## config.mk

```make
export PLATFORM = sky130hd
export DESIGN_NAME = phys_free_list_flat
export DESIGN_NICKNAME = d
export VERILOG_FILES = /design/src/rtl/phys_free_list_if.sv /design/src/rtl/phys_free_list.sv /design/src/flat_wrapper.sv
export SDC_FILE = /design/constraint.sdc
export NUM_CORES = 1
export LEC_CHECK = 0
export BUFFER_PORTS_ARGS = -buffer_cell sky130_fd_sc_hd__buf_2
export CAP_MARGIN = 20
export CORE_ASPECT_RATIO = 1.25
export CORE_UTILIZATION = 50
export CTS_CLUSTER_SIZE = 12
export DETAILED_ROUTE_END_ITERATION = 10
export GPL_TIMING_DRIVEN = 0
export PLACE_DENSITY = 0.7
export SLEW_MARGIN = 20
export SYNTH_ARGS = -nofsm -noshare
export SYNTH_HDL_FRONTEND = slang
export SYNTH_SLANG_ARGS = --single-unit
```

## constraint.sdc

```tcl
create_clock -name clk -period 13.7 [get_ports clk]
set_clock_uncertainty 0.05 [all_clocks]
set_input_delay 2.055 -clock clk [delete_from_list [all_inputs] [get_ports clk]]
set_output_delay 2.055 -clock clk [all_outputs]
set_load 0.02 [all_outputs]
```

## src/rtl/phys_free_list_if.sv

```systemverilog
// rtl/phys_free_list_if.sv - allocate/return handshake bundle of the physical register free list
//
// Signals:
//   alloc_req     rename consumes the head tag this cycle
//   alloc_valid   list non-empty, alloc_phys is meaningful
//   alloc_phys    head tag, show-ahead
//   free_en       commit returns a tag
//   free_phys     tag being returned
//   free_count    number of tags currently free
//   err_dup       sticky: a returned tag was already free
//   err_overflow  sticky: a return was attempted with the list full
// Modports: master = rename/commit side, slave = free list.
interface phys_free_list_if #(
    parameter int PHYS_W = 6
);
    logic              alloc_req;
    logic              alloc_valid;
    logic [PHYS_W-1:0] alloc_phys;
    logic              free_en;
    logic [PHYS_W-1:0] free_phys;
    logic [PHYS_W:0]   free_count;
    logic              err_dup;
    logic              err_overflow;

    modport master (
        output alloc_req, free_en, free_phys,
        input  alloc_valid, alloc_phys, free_count, err_dup, err_overflow
    );

    modport slave (
        input  alloc_req, free_en, free_phys,
        output alloc_valid, alloc_phys, free_count, err_dup, err_overflow
    );
endinterface

```

## src/rtl/phys_free_list.sv

```systemverilog
// rtl/phys_free_list.sv - circular FIFO of free physical register tags with membership bitmap
//
// Ports:
//   clk   clock
//   rst   synchronous, active-high reset
//   fl    phys_free_list_if.slave: allocate port (alloc_req/alloc_valid/alloc_phys),
//         return port (free_en/free_phys), free_count and sticky error flags
//
// After reset tags 0..NUM_ARCH-1 are held by the identity architectural mapping and
// tags NUM_ARCH..NUM_PHYS-1 are queued in ascending order. Tag 0 (x0) never re-enters
// the list, so at most NUM_PHYS-1 tags can ever be free.
module phys_free_list #(
    parameter int NUM_PHYS = 64,
    parameter int NUM_ARCH = 32,
    parameter int PHYS_W   = 6
) (
    input  logic           clk,
    input  logic           rst,
    phys_free_list_if.slave fl
);
    localparam logic [PHYS_W:0]     COUNT_INIT = (PHYS_W+1)'(NUM_PHYS - NUM_ARCH);
    localparam logic [PHYS_W:0]     COUNT_FULL = (PHYS_W+1)'(NUM_PHYS - 1);
    localparam logic [PHYS_W-1:0]   TAIL_INIT  = PHYS_W'(NUM_PHYS - NUM_ARCH);
    localparam logic [NUM_PHYS-1:0] MASK_INIT  = {NUM_PHYS{1'b1}} << NUM_ARCH;

    logic [PHYS_W-1:0]   mem [NUM_PHYS];
    logic [PHYS_W-1:0]   head;
    logic [PHYS_W-1:0]   tail;
    logic [PHYS_W:0]     count;
    logic [NUM_PHYS-1:0] in_list;
    logic                err_dup_q;
    logic                err_overflow_q;

    logic ret_nz;
    logic ret_dup;
    logic ret_full;
    logic pop;
    logic push;

    assign fl.alloc_valid  = (count != '0);
    assign fl.alloc_phys   = mem[head];
    assign fl.free_count   = count;
    assign fl.err_dup      = err_dup_q;
    assign fl.err_overflow = err_overflow_q;

    // Membership is judged on the pre-edge bitmap, so returning the tag that is being
    // popped in the same cycle still counts as a duplicate.
    assign ret_nz   = fl.free_en && (fl.free_phys != '0);
    assign ret_dup  = ret_nz && in_list[fl.free_phys];
    assign ret_full = ret_nz && (count == COUNT_FULL);
    assign pop      = fl.alloc_req && fl.alloc_valid;
    assign push     = ret_nz && !in_list[fl.free_phys] && (count < COUNT_FULL);

    always_ff @(posedge clk) begin
        if (rst) begin
            // Entries past the initial tail are don't-care; the same formula fills them.
            for (int i = 0; i < NUM_PHYS; i++) begin
                mem[i] <= PHYS_W'(NUM_ARCH + i);
            end
            head           <= '0;
            tail           <= TAIL_INIT;
            count          <= COUNT_INIT;
            in_list        <= MASK_INIT;
            err_dup_q      <= 1'b0;
            err_overflow_q <= 1'b0;
        end else begin
            if (pop) begin
                head                <= head + 1'b1;
                in_list[mem[head]]  <= 1'b0;
            end
            if (push) begin
                mem[tail]             <= fl.free_phys;
                tail                  <= tail + 1'b1;
                in_list[fl.free_phys] <= 1'b1;
            end
            count <= count + (PHYS_W+1)'(push) - (PHYS_W+1)'(pop);
            if (ret_dup) begin
                err_dup_q <= 1'b1;
            end
            if (ret_full) begin
                err_overflow_q <= 1'b1;
            end
        end
    end
endmodule

```

## src/flat_wrapper.sv

```systemverilog
// flat-port wrapper written by rule: the top's interface ports become plain ports
module phys_free_list_flat 
#(
    parameter int NUM_PHYS = 64,
    parameter int NUM_ARCH = 32,
    parameter int PHYS_W   = 6
)
  (clk, rst, fl_alloc_req, fl_free_en, fl_free_phys, fl_alloc_valid, fl_alloc_phys, fl_free_count, fl_err_dup, fl_err_overflow);
  phys_free_list_if #(.PHYS_W(PHYS_W)) fl_i ();
  input  logic clk;
  input  logic rst;
  input wire logic [$bits(fl_i.alloc_req)-1:0] fl_alloc_req;
  input wire logic [$bits(fl_i.free_en)-1:0] fl_free_en;
  input wire logic [$bits(fl_i.free_phys)-1:0] fl_free_phys;
  output wire logic [$bits(fl_i.alloc_valid)-1:0] fl_alloc_valid;
  output wire logic [$bits(fl_i.alloc_phys)-1:0] fl_alloc_phys;
  output wire logic [$bits(fl_i.free_count)-1:0] fl_free_count;
  output wire logic [$bits(fl_i.err_dup)-1:0] fl_err_dup;
  output wire logic [$bits(fl_i.err_overflow)-1:0] fl_err_overflow;
  assign fl_i.alloc_req = fl_alloc_req;
  assign fl_i.free_en = fl_free_en;
  assign fl_i.free_phys = fl_free_phys;
  assign fl_alloc_valid = fl_i.alloc_valid;
  assign fl_alloc_phys = fl_i.alloc_phys;
  assign fl_free_count = fl_i.free_count;
  assign fl_err_dup = fl_i.err_dup;
  assign fl_err_overflow = fl_i.err_overflow;
  phys_free_list #(.NUM_PHYS(NUM_PHYS), .NUM_ARCH(NUM_ARCH), .PHYS_W(PHYS_W)) u_core (.clk(clk), .rst(rst), .fl(fl_i));
endmodule
```

# After elaboration in Yosys (flattened, before gate mapping)
# Memories as Yosys holds them, arrays and structs flattened. A register that Yosys moved wholly into a read port is not among the register bits.
# Cells that the tools add are included.
[word_totals] in_bits=10 ff_bits=85 memories=1 ramBits=384
[op_classes] n_reduce_logical=12 magnitude_cmp=5 n_eq_ne=1 muxes=19 n_bitwise=3 n_addsub=4
[mem_list] memory="u_core.mem" words=64 width=6 read_ports=1 rd_ports_with_merged_regs=1 write_ports=64 line="phys_free_list.sv:26" rtl="logic [PHYS_W-1:0] mem [NUM_PHYS];"
[ops] cell="$mux W64" n=3
[ops] cell="$and A64 B64 Y64" n=1
[ops] cell="$not A64 Y64" n=1
[ops] cell="$or A64 B64 Y64" n=1
[ops] cell="$mux W6" n=4
[ops] cell="$lt A6 B7 Y1 const B" n=2
[ops] cell="$add A6 B1 Y6 const B" n=2
[ops] cell="$demux W1 S6" n=2
[ops] cell="$ge A6 B1 Y1 const B" n=2
[ops] cell="$mux W1" n=9
[ops] cell="$logic_and A1 B1 Y1" n=8
[ops] cell="$add A7 B1 Y7" n=1
[ops] cell="$eq A7 B6 Y1 const B" n=1
[ops] cell="$lt A7 B6 Y1 const B" n=1
[ops] cell="$reduce_bool A7 Y1" n=1
[ops] cell="$sub A7 B1 Y7" n=1
[ops] cell="$bmux W1 S6" n=1
[ops] cell="$reduce_bool A6 Y1" n=1
[ops] cell="$reduce_or A6 Y1" n=1
[ops] cell="$logic_not A1 Y1" n=1

# Logic depth before layout (Yosys ltp)
# Gate-level depths: netlist of the first run.
[logic_depth] depth_word=10 mapped_depth=21

# Worst setup path before layout of the first run
# Ideal clock, no wire load.
[synth_timing] path_kind="input to register" start="input fl_free_phys[0]" end="register u_core.count[6], in the netlist u_core.fl.free_count[6]" required_ps=13522 n_path_buf=4 setup_ps=128 arrival_ps=5615 stages=20 setup_slack_ps=7907 cell_sequence="clkbuf_1 buf_2 mux2_2 a221oi_1 o22ai_1 a21oi_1 nand4_1 clkinv_1 buf_2 buf_2 ha_1 inv_1 fa_1 nand2b_1 a21oi_1 o21ai_0 a21oi_1 nor2_1 xor2_1 nor2_1"
[synth_between] elab_chain_cells=7
[synth_rtl] item="from (decl)" line="flat_wrapper.sv:14" rtl="input wire logic [$bits(fl_i.free_phys)-1:0] fl_free_phys;"
[synth_rtl] item="$bmux W1 S6" line="phys_free_list.sv:52" rtl="assign push = ret_nz && !in_list[fl.free_phys] && (count < COUNT_FULL);"
[synth_rtl] item="$mux W1 (not written as such)" line="phys_free_list.sv:52"
[synth_rtl] item="$logic_not A1 Y1" line="phys_free_list.sv:52"
[synth_rtl] item="$logic_and A1 B1 Y1 * (2 in series)" line="phys_free_list.sv:52"
[synth_rtl] item="$add A7 B1 Y7 *" line="phys_free_list.sv:76" rtl="count <= count + (PHYS_W+1)'(push) - (PHYS_W+1)'(pop);"
[synth_rtl] item="$sub A7 B1 Y7 *" line="phys_free_list.sv:76"
[synth_rtl] item="to (signal assigned)" line="phys_free_list.sv:76"
[synth_rtl] item="to (decl)" line="phys_free_list.sv:29" rtl="logic [PHYS_W:0] count;"
# Mark *: on every way between the ends. The rest lies on a longest branch, timed or not. The select of a mux whose other input is x is not followed.
# A chain may end at the register's enable or synchronous reset.

==> run summary, run 1 <==
Startpoint Class: input port
Pre-Repair DR Iteration Count: 7
Worst Hold Depth: 1
Delay of the slowest critical-path stage: 0.86 ns
Min-delay worst type: flop to flop
Post-CTS Setup Repair Bufs: 0
Cts hold-fix bufs: 0
Netlist cell types: 73
Wirelength per Cell: 32.4 um
Vias post-DR: 16,972
EDFF count, synth: 384
Post-synth top area share: 0.517
Slowest CP cell: o21ai_0
Detail Route Antenna Nets: 0
Yosys warns: 0
Drt total wl: 80,500 um
Reg2Reg Launch Point: u_core.in_list[30]
Worst Tran Pin Value: 1.26 ns
Die footprint: 45,400 um2
Pin count of the biggest net entering global routing: 14
Post-Syn Instances: 1,813
Largest area contributor in the netlist: edfxtp_1
Hold Startpoint: u_core.in_list[0]
Critical path type: input port to flop
Critical path buffers and inverters: 6
CP Cell Sequence: clkbuf_1 -> buf_2 -> buf_2 -> mux4_2 -> nand3_1 -> o211ai_1 -> a21oi_1 -> nand4_1 -> clkinv_1 -> buf_2 -> nand3_1 -> buf_2 -> o21ai_0
GRT Overall Usage: 0.361
Die Y: 238 um
M3 GR Usage: 0.0912
Slew margin rel.: 0.161
# setup viols final: 0
Final core utilization: 0.559
Initial antenna violation count: 1
FP Rows: 86
Clk pin slew, worst setup/hold paths: 0.06 ns
Leak: 7.42 nW
Layout cells sized above 1: 0.143
Commonest non-fill, non-tap cell in the layout: edfxtp_1
Setup slack, reg-to-reg: 8.48 ns
R2R cell count: 10
Number of diodes: 0
Vias in the first global route: 16,681
GR Util met1: 0.428
VDD IR-drop max: 0.120 mV
Root Driver: clkbuf_16
CTS max path bufs: 3
Net Count, Synth: 1,840
Tmin final: 7.28 ns
Most used cell along the critical path: buf_2
FMAX: 137 MHz
Die width: 191 um
Worst-Skew Late Latency: 0.61 ns
# DRC: 0
Dpl hpwl: 55,500 um
Asr flop ratio synth: 0
CP top delay family: buffers and inverters
Critical Path End Type: flop
Pwr/cell area: 141 nW/um2
Top post-synthesis cells by area: edfxtp_1, mux4_2, dfxtp_1
Total congestion overflow: 0
Final Hold Fails: 0
Post-Syn Area per Cell: 12.3 um2
CTS tree: yes
Commonest cells after routing, fill and taps aside: edfxtp_1, nor2_1, nand2_1, clkbuf_1, mux4_2
H-tree levels: 2
GR Layer Usage met2: 0.573
Initial Util: 0.506
Core area: 44,000 um2
CP max FO: 10
TNS Setup: 0 ns
CTS-repair resized insts: 0
Critical Path AT: 7.46 ns
Worst Hold Path EP: u_core.in_list[0]
Synthesized flop and latch total: 475
Port bufs: 22
Total CTS buffers: 48
Initial drt markers: 2,629
Clk sinks: 475
First-pass GRT wire length: 115,000 um
RR Endpoint: u_core.mem[4][1]
Sequential area share after synthesis: 0.599
Via/cell ratio: 6.82
RSZ-0062 raised after global routing: false
I/O pin count: 26
Mapped cell area: 22,300 um2
CP required: 13.88 ns
Final period util: 0.531
Prevailing post-synth register cell: edfxtp_1
Placer Congestion: 1.02
GR peak layer: met2
Status: finished, final reports clean
Area Growth Syn to Fin: 10.4%
Max-slew violation count: 0
Final-stage net count: 1,916
Max-Cap Viols: 0
[cells in the mapped netlist (20+ instances only)]
cell	n
a21oi_1	29
a31oi_1	22
o21ai_0	64
o31ai_1	20
nor2_1	265
nand3_1	62
mux2i_1	24
dfxtp_1	91
edfxtp_1	384
buf_2	29
clkbuf_1	100
a221o_1	21
inv_1	33
nand2_1	252
nor3_1	26
mux4_2	106
[state kept, by name (all words and copies together) (netlist names), named ones only]
signal                  cells
u_core.fl.err_overflow      1
u_core.fl.free_count        7
u_core.in_list             64
u_core.tail                 6
u_core.fl.err_dup           1
u_core.mem                384
u_core.head                 6
[how the worst max path moves through the flow]
stage / start / end / slack [ns] / cells past startpoint
floorplan: fl_free_phys[0] / u_core.fl.free_count[6] / 7.91 / 20
global placement: fl_free_phys[1] / u_core.mem[52][3] / 6.26 / 12
detailed placement: fl_free_phys[2] / u_core.mem[52][3] / 6.00 / 13
CTS: fl_free_phys[2] / u_core.mem[52][1] / 6.59 / 13
global route: fl_free_phys[1] / u_core.mem[4][0] / 6.36 / 12
finish: fl_free_phys[2] / u_core.mem[4][1] / 6.42 / 13
[per-stage QoR]
stage	std cells	power (mW)	hold slack [ns]	area [um2]	setup slack, ns
2_1_floorplan	1813	2.04	0.377	22300	7.91
4_1_cts	2486	3.45	0.410	24600	6.59
3_3_place_gp	2407	2.26	0.386	23100	6.26
6_report	2487	3.48	0.409	24600	6.42
5_1_grt	2487	3.55	0.426	24600	6.36
3_5_place_dp	2410	2.27	0.402	23200	6.00
[metal layers]
metal  routed length (um)  vias to the layer above  part of all wire
met2                37000                     1465              0.46
met4                 7220                        2             0.090
met1                26300                     8207              0.33
met3                10100                      377              0.12
met5                    8                        -          0.000099
li1                     -                     6921                 -
[cells by family (layout without fill, tap and decap cells)]
kind of cell,count (synthesis),after routing,share of synthesized area
AOI/OAI and AO/OA,255,255,0.0817
xor gates and xnor gates,9,9,0.00354
adders and majority gates,17,17,0.00988
buffers and inverters,190,292,0.0369
DFF,475,475,0.599
muxes,137,137,0.121
and+or+nand+nor,730,730,0.147
[area by class of cell]
class	count	area, um2
fill	3613	19400
sequential	475	13400
multi-input combinational	1148	8210
clock buffer	65	1260
tap	572	716
buffer	150	673
inverter	40	153
timing repair buffer	26	139
clock inverter	11	92.6
[power breakdown]
group	switching, mW	internal (mW)	leakage [nW]
sequential	0.0272	1.60	4.22
clock	0.552	0.660	0.657
combinational	0.430	0.204	2.54
total	1.01	2.47	7.42
(Power assumes the default switching activity.)
==> inputs of run 2 (changes only) <==
--- a/config.mk
+++ b/config.mk
@@ -12,7 +12,7 @@
 export CTS_CLUSTER_SIZE = 12
 export DETAILED_ROUTE_END_ITERATION = 10
 export GPL_TIMING_DRIVEN = 0
-export PLACE_DENSITY = 0.7
+export PLACE_DENSITY = 0.73
 export SLEW_MARGIN = 20
 export SYNTH_ARGS = -nofsm -noshare
 export SYNTH_HDL_FRONTEND = slang
==> constraint.sdc (replaced) <==
create_clock -name clk -period 6.35 [get_ports clk]
set_clock_uncertainty 0.05 [all_clocks]
set_input_delay 0.9525 -clock clk [delete_from_list [all_inputs] [get_ports clk]]
set_output_delay 0.9525 -clock clk [all_outputs]
set_load 0.02 [all_outputs]
==> run 2 against run 1 <==
Count of clock-buffer cells in the layout is the same. Final cell count grew 0.12%. Routed wire length shrank 2.4%. Clock power grew 120%. Design area grew 0.22%. Die area is the same. Register-to-register slack lost 7.4 ns. Combinational power grew 110%. Critical endpoint is now u_core.mem[10][3].
==> run summary, run 2 (synthesis results as in run 1) <==
FMAX: 164 MHz
Clk sinks: 475
Vias post-DR: 16,951
Vias in the first global route: 16,503
# setup viols final: 0
Startpoint Class: input port
H-tree levels: 2
CTS tree: yes
RSZ-0062 raised after global routing: false
Area Growth Syn to Fin: 10.6%
M3 GR Usage: 0.0953
Via/cell ratio: 6.81
Setup slack after placement: -0.220 ns
Post-CTS Setup Repair Bufs: 0
Placer Congestion: 1.02
Critical path type: input port to flop
Final Hold Fails: 0
Commonest cells after routing, fill and taps aside: edfxtp_1, nor2_1, nand2_1, clkbuf_1, mux4_2
CP max FO: 10
CTS-repair resized insts: 0
Initial Util: 0.506
Cts hold-fix bufs: 0
Min-delay worst type: flop to flop
Max-Cap Viols: 0
Final core utilization: 0.560
Die Y: 238 um
Die width: 191 um
Layout cells sized above 1: 0.147
Final period util: 0.961
Status: finished, final reports clean
Total CTS buffers: 48
First-pass GRT wire length: 113,000 um
Commonest non-fill, non-tap cell in the layout: edfxtp_1
Final setup margin: 0.248 ns
Drt total wl: 78,500 um
Hold WS: 0.406 ns
Die footprint: 45,400 um2
GR peak layer: met2
Critical Path AT: 6.26 ns
Post-Place Cells: 2,410
Number of flip-flops under the largest register name: 384
Worst Tran Pin Value: 1.32 ns
TNS Setup: 0 ns
Dpl hpwl: 55,300 um
I/O pin count: 26
Pin count of the biggest net entering global routing: 14
Final-stage net count: 1,918
GR Layer Usage met2: 0.561
Port bufs: 22
GRT Overall Usage: 0.351
Leak: 7.43 nW
Pre-Repair DR Iteration Count: 6
CTS max path bufs: 3
Core area: 44,000 um2
Final Instance Count excl. Fillers: 2,490
Root Driver: clkbuf_16
Initial antenna violation count: 1
FP Rows: 86
Slew margin rel.: 0.119
Total congestion overflow: 0
Detail Route Antenna Nets: 0
Worst-Skew Late Latency: 0.60 ns
Clk pin slew, worst setup/hold paths: 0.07 ns
GR Util met1: 0.413
# DRC: 0
VDD IR-drop max: 0.228 mV
Pwr/cell area: 304 nW/um2
Initial drt markers: 2,624
Wirelength per Cell: 31.5 um
Tmin final: 6.10 ns
CP required: 6.51 ns
Max-slew violation count: 0
Number of diodes: 0
Critical Path End Type: flop
Biggest register: u_core.mem
run 2: final timing paths:
check / from / to / slack [ns] / cells past startpoint
worst min-delay path: u_core.in_list[0] / u_core.in_list[0] / 0.41 / 1
worst max register to register: u_core.in_list[30] / u_core.mem[10][3] / 1.12 / 9
worst min register to register: u_core.in_list[0] / u_core.in_list[0] / 0.41 / 1
worst max-delay path: fl_free_phys[1] / u_core.mem[10][3] / 0.25 / 11
run 2: cell type report:
cell class | instances | area [um2]
inverter | 40 | 153
timing repair buffer | 28 | 159
tap | 572 | 716
fill | 3602 | 19400
buffer | 150 | 672
clock inverter | 12 | 88.8
multi-input combinational | 1148 | 8220
sequential | 475 | 13400
clock buffer | 65 | 1300
run 2: power breakdown:
group | total [mW] | leakage [nW] | switching, mW | internal [mW]
registers | 3.52 | 4.21 | 0.0576 | 3.46
clock network | 2.65 | 0.672 | 1.19 | 1.46
logic | 1.33 | 2.55 | 0.896 | 0.438
run 2: per-layer routing:
layer / wire (um) / vias up / share of wire
li1: - / 6938 / -
met1: 26200 / 8323 / 0.33
met2: 36600 / 1347 / 0.47
met3: 9400 / 341 / 0.12
met4: 6330 / 2 / 0.081
met5: 9 / - / 0.00011
run 2: critical path: stages:
cell and delay, ns:
clkbuf_1 0.33, buf_2 0.40, clkinv_1 0.41, a221oi_1 0.34, o22ai_1 0.19, a21oi_1 0.45, nand4_1 0.67, clkinv_1 0.45
nand3_1 0.50, clkbuf_1 0.50, o21ai_0 1.05
run 2: stage by stage:
step	instance area (um2)	power, mW
2_1_floorplan	22300	4.40
3_3_place_gp	23100	4.85
3_5_place_dp	23200	4.87
4_1_cts	24600	7.45
5_1_grt	24700	7.65
6_report	24700	7.50
